## src/rtl/bsw_al_collector_if.sv

```systemverilog
// ---------------------------------------------------------------------------
// bsw_al_collector_if
//
// Bundles the two streams that cross the collector boundary:
//   - the BSW alignment output stream (done, Q_al, R_al, detail_info),
//     driven by the aligner and consumed by the collector;
//   - the replay stream (out_valid, out_ready, out_q, out_r, out_last),
//     produced by the collector and accepted by downstream logic.
//
// Modports:
//   master : the environment side (aligner + downstream consumer)
//   slave  : the collector side
//
// Character coding on Q_al/R_al/out_q/out_r:
//   1=A 2=T 3=G 4=C 5=gap, 0=end of stream, 6/7 illegal.
// ---------------------------------------------------------------------------
interface bsw_al_collector_if #(
    parameter int SCORE_WIDTH = 9
);

    // BSW result stream
    logic                   done;
    logic [2:0]             Q_al;
    logic [2:0]             R_al;
    logic [SCORE_WIDTH-1:0] detail_info;

    // Replay stream
    logic                   out_valid;
    logic                   out_ready;
    logic [2:0]             out_q;
    logic [2:0]             out_r;
    logic                   out_last;

    modport master (
        output done,
        output Q_al,
        output R_al,
        output detail_info,
        output out_ready,
        input  out_valid,
        input  out_q,
        input  out_r,
        input  out_last
    );

    modport slave (
        input  done,
        input  Q_al,
        input  R_al,
        input  detail_info,
        input  out_ready,
        output out_valid,
        output out_q,
        output out_r,
        output out_last
    );

endinterface

```

## src/rtl/bsw_al_collector.sv

```systemverilog
// ---------------------------------------------------------------------------
// bsw_al_collector
//
// Receive-side endpoint of the BSW alignment output stream. Once the aligner
// raises done, the serial {Q_al,R_al} character stream is written into an
// internal buffer until a Q_al==0 terminator arrives (or the buffer fills).
// The first five detail_info words are latched as pos_info, word 4 being the
// alignment score, and every score is added into a running total. The stored
// alignment is then replayed downstream over a valid/ready stream.
//
// Ports:
//   clk          clock, all state updates on the rising edge
//   rst          asynchronous active-low reset
//   bus          bsw_al_collector_if.slave: input stream + replay stream
//   res_valid    result registers valid (high throughout DRAIN)
//   aln_len      number of captured beats
//   pos_info     five detail words, word k at [k*SCORE_WIDTH +: SCORE_WIDTH]
//   score        copy of pos_info word 4 taken at end of capture
//   total_score  sum of scores since reset or the last clr_total
//   clr_total    synchronous clear of total_score (wins over accumulate)
//   busy         high while collecting or replaying
//   err          an illegal character code was seen in the last capture
//   overflow     the last capture ran past the buffer depth
//
// The SCORE_WIDTH of the connected interface must match this module's.
// ---------------------------------------------------------------------------
module bsw_al_collector #(
    parameter int SIZE        = 64,
    parameter int SCORE_WIDTH = 9,
    parameter int LEN_W       = 8,
    parameter int ACC_W       = 18
) (
    input  logic                     clk,
    input  logic                     rst,
    bsw_al_collector_if.slave        bus,
    output logic                     res_valid,
    output logic [LEN_W-1:0]         aln_len,
    output logic [5*SCORE_WIDTH-1:0] pos_info,
    output logic [SCORE_WIDTH-1:0]   score,
    output logic [ACC_W-1:0]         total_score,
    input  logic                     clr_total,
    output logic                     busy,
    output logic                     err,
    output logic                     overflow
);

    // Buffer depth is tied to the sequence length: a full alignment of two
    // SIZE-long sequences can never exceed 2*SIZE columns.
    localparam int               DEPTH   = 2 * SIZE;
    localparam int               AW      = $clog2(DEPTH);
    localparam logic [LEN_W-1:0] DEPTH_L = LEN_W'(DEPTH);

    typedef enum logic [1:0] {
        IDLE,
        COLLECT,
        DRAIN
    } state_t;

    state_t           state;
    logic [LEN_W-1:0] count;
    logic [LEN_W-1:0] rd_ptr;

    // Character buffer, one {Q,R} pair per entry. Contents are deliberately
    // not reset; the replay outputs are gated so stale data never leaks out.
    logic [5:0] buffer [DEPTH];

    logic                   beat_present;
    logic                   beat_illegal;
    logic                   wr_en;
    logic [AW-1:0]          wr_addr;
    logic [5:0]             rd_data;
    logic                   out_valid_int;
    logic                   out_last_int;
    logic [SCORE_WIDTH-1:0] word4;

    // Classify the incoming beat. A nonzero query paired with a zero
    // reference is as invalid as codes 6/7, since the terminator is defined
    // by the query lane alone.
    always_comb begin
        beat_present = (bus.Q_al != 3'd0);
        beat_illegal = 1'b0;
        if (beat_present) begin
            beat_illegal = (bus.Q_al >= 3'd6) || (bus.R_al >= 3'd6) ||
                           (bus.R_al == 3'd0);
        end
    end

    // Buffer write side. Beat 0 is accepted straight out of IDLE so that no
    // cycle of the stream is lost; a beat arriving with the buffer full is
    // the overflow beat and is dropped.
    always_comb begin
        wr_en   = 1'b0;
        wr_addr = '0;
        if (state == IDLE) begin
            wr_en   = bus.done && beat_present;
            wr_addr = '0;
        end else if (state == COLLECT) begin
            wr_en   = beat_present && (count != DEPTH_L);
            wr_addr = count[AW-1:0];
        end
    end

    always_ff @(posedge clk) begin
        if (wr_en) begin
            buffer[wr_addr] <= {bus.Q_al, bus.R_al};
        end
    end

    // Replay read side. Data is read combinationally at rd_ptr so that it
    // holds steady for as long as the consumer stalls.
    always_comb begin
        rd_data       = buffer[rd_ptr[AW-1:0]];
        out_valid_int = (state == DRAIN) && (rd_ptr < aln_len);
        out_last_int  = out_valid_int && (rd_ptr == aln_len - LEN_W'(1));
        word4         = pos_info[4*SCORE_WIDTH +: SCORE_WIDTH];
    end

    assign bus.out_valid = out_valid_int;
    assign bus.out_last  = out_last_int;
    assign bus.out_q     = out_valid_int ? rd_data[5:3] : 3'd0;
    assign bus.out_r     = out_valid_int ? rd_data[2:0] : 3'd0;

    // Control FSM with registered result/status outputs. The score added to
    // the running total is word 4 as it stands at termination; because the
    // terminating beat is never stored, word 4 is already final by then.
    always_ff @(posedge clk or negedge rst) begin
        if (!rst) begin
            state       <= IDLE;
            count       <= '0;
            rd_ptr      <= '0;
            res_valid   <= 1'b0;
            busy        <= 1'b0;
            aln_len     <= '0;
            pos_info    <= '0;
            score       <= '0;
            total_score <= '0;
            err         <= 1'b0;
            overflow    <= 1'b0;
        end else begin
            if (clr_total) begin
                total_score <= '0;
            end

            case (state)
                IDLE: begin
                    if (bus.done) begin
                        busy <= 1'b1;
                        if (beat_present) begin
                            pos_info                  <= '0;
                            pos_info[0 +: SCORE_WIDTH] <= bus.detail_info;
                            err                       <= beat_illegal;
                            overflow                  <= 1'b0;
                            count                     <= LEN_W'(1);
                            state                     <= COLLECT;
                        end else begin
                            // Empty alignment: nothing to replay, but the
                            // result registers still go valid for one cycle.
                            aln_len   <= '0;
                            score     <= '0;
                            rd_ptr    <= '0;
                            res_valid <= 1'b1;
                            state     <= DRAIN;
                        end
                    end
                end

                COLLECT: begin
                    if (!beat_present || (count == DEPTH_L)) begin
                        if (beat_present) begin
                            overflow <= 1'b1;
                        end
                        aln_len   <= count;
                        score     <= word4;
                        if (!clr_total) begin
                            total_score <= total_score + ACC_W'(word4);
                        end
                        rd_ptr    <= '0;
                        res_valid <= 1'b1;
                        state     <= DRAIN;
                    end else begin
                        for (int k = 0; k < 5; k++) begin
                            if (count == LEN_W'(k)) begin
                                pos_info[k*SCORE_WIDTH +: SCORE_WIDTH] <= bus.detail_info;
                            end
                        end
                        if (beat_illegal) begin
                            err <= 1'b1;
                        end
                        count <= count + LEN_W'(1);
                    end
                end

                DRAIN: begin
                    if (aln_len == '0) begin
                        res_valid <= 1'b0;
                        busy      <= 1'b0;
                        count     <= '0;
                        state     <= IDLE;
                    end else if (out_valid_int && bus.out_ready) begin
                        if (out_last_int) begin
                            rd_ptr    <= '0;
                            res_valid <= 1'b0;
                            busy      <= 1'b0;
                            count     <= '0;
                            state     <= IDLE;
                        end else begin
                            rd_ptr <= rd_ptr + LEN_W'(1);
                        end
                    end
                end

                default: begin
                    state <= IDLE;
                end
            endcase
        end
    end

endmodule
```

## src/flat_wrapper.sv

```systemverilog
// flat-port wrapper written by rule: the top's interface ports become plain ports
module bsw_al_collector_flat 
#(
    parameter int SIZE        = 64,
    parameter int SCORE_WIDTH = 9,
    parameter int LEN_W       = 8,
    parameter int ACC_W       = 18
)
  (clk, rst, res_valid, aln_len, pos_info, score, total_score, clr_total, busy, err, overflow, bus_done, bus_Q_al, bus_R_al, bus_detail_info, bus_out_ready, bus_out_valid, bus_out_q, bus_out_r, bus_out_last);
  bsw_al_collector_if #(.SCORE_WIDTH(SCORE_WIDTH)) bus_i ();
  input  logic clk;
  input  logic rst;
  output logic res_valid;
  output logic [LEN_W-1:0] aln_len;
  output logic [5*SCORE_WIDTH-1:0] pos_info;
  output logic [SCORE_WIDTH-1:0] score;
  output logic [ACC_W-1:0] total_score;
  input  logic clr_total;
  output logic busy;
  output logic err;
  output logic overflow;
  input wire logic [$bits(bus_i.done)-1:0] bus_done;
  input wire logic [$bits(bus_i.Q_al)-1:0] bus_Q_al;
  input wire logic [$bits(bus_i.R_al)-1:0] bus_R_al;
  input wire logic [$bits(bus_i.detail_info)-1:0] bus_detail_info;
  input wire logic [$bits(bus_i.out_ready)-1:0] bus_out_ready;
  output wire logic [$bits(bus_i.out_valid)-1:0] bus_out_valid;
  output wire logic [$bits(bus_i.out_q)-1:0] bus_out_q;
  output wire logic [$bits(bus_i.out_r)-1:0] bus_out_r;
  output wire logic [$bits(bus_i.out_last)-1:0] bus_out_last;
  assign bus_i.done = bus_done;
  assign bus_i.Q_al = bus_Q_al;
  assign bus_i.R_al = bus_R_al;
  assign bus_i.detail_info = bus_detail_info;
  assign bus_i.out_ready = bus_out_ready;
  assign bus_out_valid = bus_i.out_valid;
  assign bus_out_q = bus_i.out_q;
  assign bus_out_r = bus_i.out_r;
  assign bus_out_last = bus_i.out_last;
  bsw_al_collector #(.SIZE(SIZE), .SCORE_WIDTH(SCORE_WIDTH), .LEN_W(LEN_W), .ACC_W(ACC_W)) u_core (.clk(clk), .rst(rst), .bus(bus_i), .res_valid(res_valid), .aln_len(aln_len), .pos_info(pos_info), .score(score), .total_score(total_score), .clr_total(clr_total), .busy(busy), .err(err), .overflow(overflow));
endmodule
```

## config.mk

```make
export PLATFORM = sky130hd
export DESIGN_NAME = bsw_al_collector_flat
export DESIGN_NICKNAME = d
export VERILOG_FILES = /design/src/rtl/bsw_al_collector_if.sv /design/src/rtl/bsw_al_collector.sv /design/src/flat_wrapper.sv
export SDC_FILE = /design/constraint.sdc
export NUM_CORES = 1
export LEC_CHECK = 0
export ABC_CLOCK_PERIOD_IN_PS = 9400
export BUFFER_PORTS_ARGS = -buffer_cell sky130_fd_sc_hd__buf_2
export CAP_MARGIN = 30
export CORE_UTILIZATION = 40
export DETAILED_ROUTE_END_ITERATION = 10
export PLACE_DENSITY = 0.66
export SETUP_SLACK_MARGIN = 0.5
export SLEW_MARGIN = 20
export SYNTH_ARGS = -nofsm -noshare
export SYNTH_HDL_FRONTEND = slang
export SYNTH_SLANG_ARGS = --single-unit
```

## constraint.sdc

```tcl
create_clock -name clk -period 9.4 [get_ports clk]
set_input_delay 1.88 -clock clk [delete_from_list [all_inputs] [get_ports clk]]
set_output_delay 1.88 -clock clk [all_outputs]
set_load 0.01 [all_outputs]
```

# Word level (Yosys, flattened, before mapping)
# Memory sizes are Yosys's and may differ from the RTL's.
# Cells that the tools add are included.
[classes]
n_eq_ne = 25
reduce_logical = 30
n_mux = 68
n_addsub = 4
order_cmp = 3
[ops]
columns = ["operator", "count"]
rows = [
  ["two-way mux 45 bit", 3],
  ["two-way mux 8 bit", 13],
  ["one-hot mux 45 bit (2 select lines)", 1],
  ["two-way mux 18 bit", 4],
  ["two-way mux 9 bit", 8],
  ["one-hot mux 8 bit (3 select lines)", 2],
  ["AND reduction 5 bit", 7],
  ["inequality test 2 bit, second input constant", 11],
  ["two-way mux 1 bit", 20],
  ["adder 18 x 9 -> 18 bit", 1],
  ["one-hot mux 9 bit (2 select lines)", 1],
  ["AND reduction 6 bit", 3],
  ["adder 8 x 1 -> 8 bit, second input constant", 2],
  ["equality test 8 x 2 -> 1 bit, second input constant", 2],
  ["zero test 8 bit", 2],
  ["one-hot mux 8 bit (2 select lines)", 1],
  ["two-way mux 7 bit", 2],
  ["two-way mux 2 bit", 6],
  ["AND reduction 4 bit", 3],
  ["equality test 8 x 1 -> 1 bit, second input constant", 1],
  ["equality test 8 x 3 -> 1 bit, second input constant", 1],
  ["equality test 8 bit", 1],
  ["equality test 8 bit, second input constant", 1],
  ["less-than comparator 8 bit", 1],
  ["18 further kinds", 33],
]
[totals]
wordCells = 146
input_bits = 20
mem_bits_rw = 768
regBits = 102
output_inout_bits = 92
memories = 1
[memory_table]
columns = ["name", "words", "width", "rd", "rd_ports_with_merged_regs", "write_ports", "line", "rtl"]
rows = [
  ["u_core.buffer", 128, 6, 1, 0, 1, "bsw_al_collector.sv:65", "logic [5:0] buffer [DEPTH];"],
]

# Depth between registers and ports, before layout
[depth]
ltp_word = 7
ltp_mapped = 14

# Worst setup path after synthesis
# OpenSTA, ideal clock, no wires.
[synth_path]
path_type = "register to output"
startpoint = "reg u_core.rd_ptr[1]"
endpoint = "out bus_out_q[2]"
path_slack_ns = 4.827
t_arrival_ns = 2.693
required_time_ns = 7.520
path_stages_with_launch = 10
path_cell_list = "dfrtp_1 buf_2 clkbuf_1 clkbuf_1 clkbuf_1 mux4_2 mux4_2 mux2i_1 o22ai_1 a31o_2"
[synth_via]
elab_chain_cells = 3
elab_cells_between_ends = 4
classes_between = "1 x order compare; 1 x mux; 1 x reduce/logical; 1 x memory"
[synth_rtl]
columns = ["element", "line", "rtl"]
rows = [
  ["start: declaration", "bsw_al_collector.sv:61", "logic [LEN_W-1:0] rd_ptr;"],
  ["start signal: assignment", "bsw_al_collector.sv:207", "rd_ptr <= rd_ptr + LEN_W'(1);"],
  ["parallel branches: the longest is 2 deep, another holds memory read (128 x 6 bit)", "-", ""],
  ["two-way mux 3 bit (*)", "bsw_al_collector.sv:120", "assign bus.out_q = out_valid_int ? rd_data[5:3] : 3'd0;"],
  ["end: declaration", "flat_wrapper.sv:28", "output wire logic [$bits(bus_i.out_q)-1:0] bus_out_q;"],
]
# Every way passes the cells marked *.

# Final worst setup path
[layout_path]
startpoint = "reg u_core.rd_ptr[0]"
endpoint = "out bus_out_q[1]"
# Same word-level chain as after synthesis.

==> flow_summary.json <==
{
  "cellLeakagePower_nw": 12.9,
  "area_growth_pct": 14.1,
  "die_area_mm2": 0.0896,
  "finalHoldViolations": 0,
  "hp-class": "reg -> reg",
  "worst_setup_path_start_kind": "flip-flop",
  "routabilityCongestion": 0.803,
  "end_kind": "output pin",
  "syn_area_per_cell_um2": 19.3,
  "stdcell_area_mm2": 0.0403,
  "grt_pass1_vias": 18700,
  "synth_nets": 1884,
  "ir_worst_vdd_v": 0.000139,
  "numCtsBuffers": 90,
  "clockBufferDepth": 3,
  "slew_headroom_pct": 35.8,
  "clock_skew_ps": 43.1,
  "clock_sinks": 870,
  "arrival_ps": 4290,
  "die_h_um": 299,
  "use_met3_pct": 2.76,
  "min_period_over_period_pct": 65.6,
  "dp_hpwl_mm": 49.7,
  "drtAntennaViolNets": 0,
  "crit_chain": "buf_12 -> mux4_2 -> mux4_2 -> mux2i_1 -> o22ai_1 -> a31o_1 -> buf_2",
  "postCtsSetupRepairBufs": 0,
  "setup_viol": 0,
  "synth_edf_count": 768,
  "wl_per_cell_um": 25.1,
  "layout_common_cells": "edfxtp_1, mux4_2, nor2_1",
  "cts_resized": 0,
  "drtPass1Iterations": 7,
  "cp_max_fo": 101,
  "netlist_instances": 1836,
  "coreArea_mm2": 0.0872,
  "syn_area_mm2": 0.0354,
  "fin_tns_setup_ps": 0,
  "fmax_mhz": 162,
  "cp.required_ps": 7520,
  "ys_seq_elements": 870,
  "grt_usage_pct": 18.1,
  "slew_viol_final": 0,
  "drc_errors": 0,
  "path_common_cell": "mux4_2",
  "power.density_mw_per_mm2": 237,
  "die_x_um": 299,
  "htreeDepth": 3,
  "drv_cap": 0,
  "first_iter_violations": 1608,
  "drive_gt1_share_pct": 28.8,
  "clock_latency_ps": 650,
  "synth_area_leader_cell": "edfxtp_1",
  "crit_slowest_cell": "dfrtp_4",
  "synth.area.top_cells": "edfxtp_1, mux4_2, dfrtp_1, nor2_1, mux2_2",
  "rows": 108,
  "path_clk_slew_ps": 60,
  "num_antenna_cells": 0,
  "vias": 18000,
  "dpl_cell_area_mm2": 0.0373,
  "status": "finished, final reports clean",
  "worstRegToRegCells": 8,
  "synth-seq-area-share_pct": 72.4,
  "grt.overflow.total": 0,
  "power_mw": 9.58,
  "start_util_pct": 40.6,
  "hold_buffers": 0,
  "vias_per_cell": 5.61,
  "final_common_cell": "edfxtp_1",
  "worstSetupPathType": "reg -> out",
  "port_buffers": 111,
  "grt_util_met2_pct": 30.6,
  "nets": 2026,
  "rsz0062_at_grt": "no",
  "antenna_found_initial": 1,
  "cp_slowest_stage_delay_ps": 690,
  "synth_warnings": 0,
  "yosysTopAreaCellShare_pct": 65.2,
  "cts-root-buf": "clkbuf_16",
  "min_period_ps": 6170,
  "cts_tree": "done",
  "ys_types": 68,
  "synth-main-ff-cell": "edfxtp_1",
  "grt_pass1_wl_mm": 121,
  "grt_max_degree": 119,
  "tightest_slew_ps": 956,
  "finalWirelength_mm": 80.4,
  "synth-async-reset-ratio_pct": 11.7,
  "use_met1_pct": 23.8,
  "min_path_cells": 2,
  "grt-busiest-layer": "met2",
  "io_pins": 112
}
[kinds of logic (layout without fill, tap and decap cells)]
kind of cell | Yosys count | in the layout | share of synthesized area [%]
AOI/OAI and AO/OA | 142 | 142 | 2.58
xor gates and xnor gates | 16 | 16 | 0.396
adders and majority gates | 28 | 28 | 1.01
buffers and inverters | 111 | 323 | 1.31
DFF | 870 | 870 | 72.4
muxes | 304 | 304 | 17.5
and+or+nand+nor | 365 | 365 | 4.83
[cells in the mapped netlist, types with 5 or more instances]
library cell  count
or3_1             5
and2_1           10
ha_1             27
dfrtp_1         102
and3_1            8
edfxtp_1        768
nand3_1          25
mux2i_1          12
xor2_1            5
nor2_1          157
inv_1            17
mux4_2          246
nor3b_1           5
nor3_1           13
mux2_2           46
a21oi_1          32
o21ai_0          42
nand2_4           5
nor2b_1           9
nand2b_1         11
buf_2            22
buf_1            12
o22ai_1           7
o31ai_1          16
a211oi_1          7
xnor2_1          11
nand2_1          87
nand4_1           9
clkbuf_1         57
[worst paths after layout]
kind / start / end / slack [ps]
max in group asynchronous: rst / u_core.rd_ptr[3] / 7240
worst max register to register: u_core.state[1] / u_core.buffer[83][3] / 5380
worst min register to register: u_core.score[2] / u_core.score[2] / 480
min in group asynchronous: rst / u_core.pos_info[33] / 1140
worst max-delay path: u_core.rd_ptr[0] / bus_out_q[1] / 3230
worst min-delay path: u_core.score[2] / u_core.score[2] / 480
[per-layer routing]
layer | share of wire, % | wire length [um] | vias up
li1 | - | - | 7717
met1 | 40 | 32300 | 9484
met2 | 51 | 41000 | 617
met3 | 5.9 | 4730 | 149
met4 | 3.0 | 2390 | 0
met5 | 0 | 0 | -
[cell type report]
type                            count  area, um2
Fill cell                        7222      46800
Sequential cell                   870      25600
Multi-Input combinational cell    855       9310
Clock buffer                      112       2370
Tap cell                         1155       1450
Timing Repair Buffer              144        946
Clock inverter                     50        592
Inverter                           17       63.8
[report_power, final]
part | internal, mW | total (mW) | switching [mW]
combinational | 0.687 | 1.57 | 0.882
clock | 2.03 | 3.54 | 1.51
sequential | 4.35 | 4.48 | 0.122
total | 7.07 | 9.58 | 2.51
[state kept, by name, indices dropped and copies added, names as in the netlist]
| signal | cells |
|---|---|
| u_core.err | 1 |
| u_core.busy | 1 |
| u_core.overflow | 1 |
| u_core.total_score | 18 |
| u_core.res_valid | 1 |
| u_core.pos_info | 45 |
| u_core.aln_len | 8 |
| u_core.score | 9 |
| u_core.count | 8 |
| u_core.buffer | 768 |
| u_core.state | 2 |
| u_core.rd_ptr | 8 |
[per-stage QoR]
stage	setup WS (ps)	instances	hold slack, ps	util [%]
final	3230	3203	482	46.3
after global routing	3040	3203	507	46.3
after CTS	3210	3199	482	46.2
after detailed placement	3920	3037	469	42.8
after global placement	3930	3036	463	42.8
after floorplan	4830	1836	516	-
[critical path, delay by kind of cell, from the launching register on]
family / cells / cell delay [ps]
compound gates: 2 / 500
buf+inv: 2 / 790
flops: 1 / 690
mux: 3 / 1510
(Power assumes the default switching activity.)
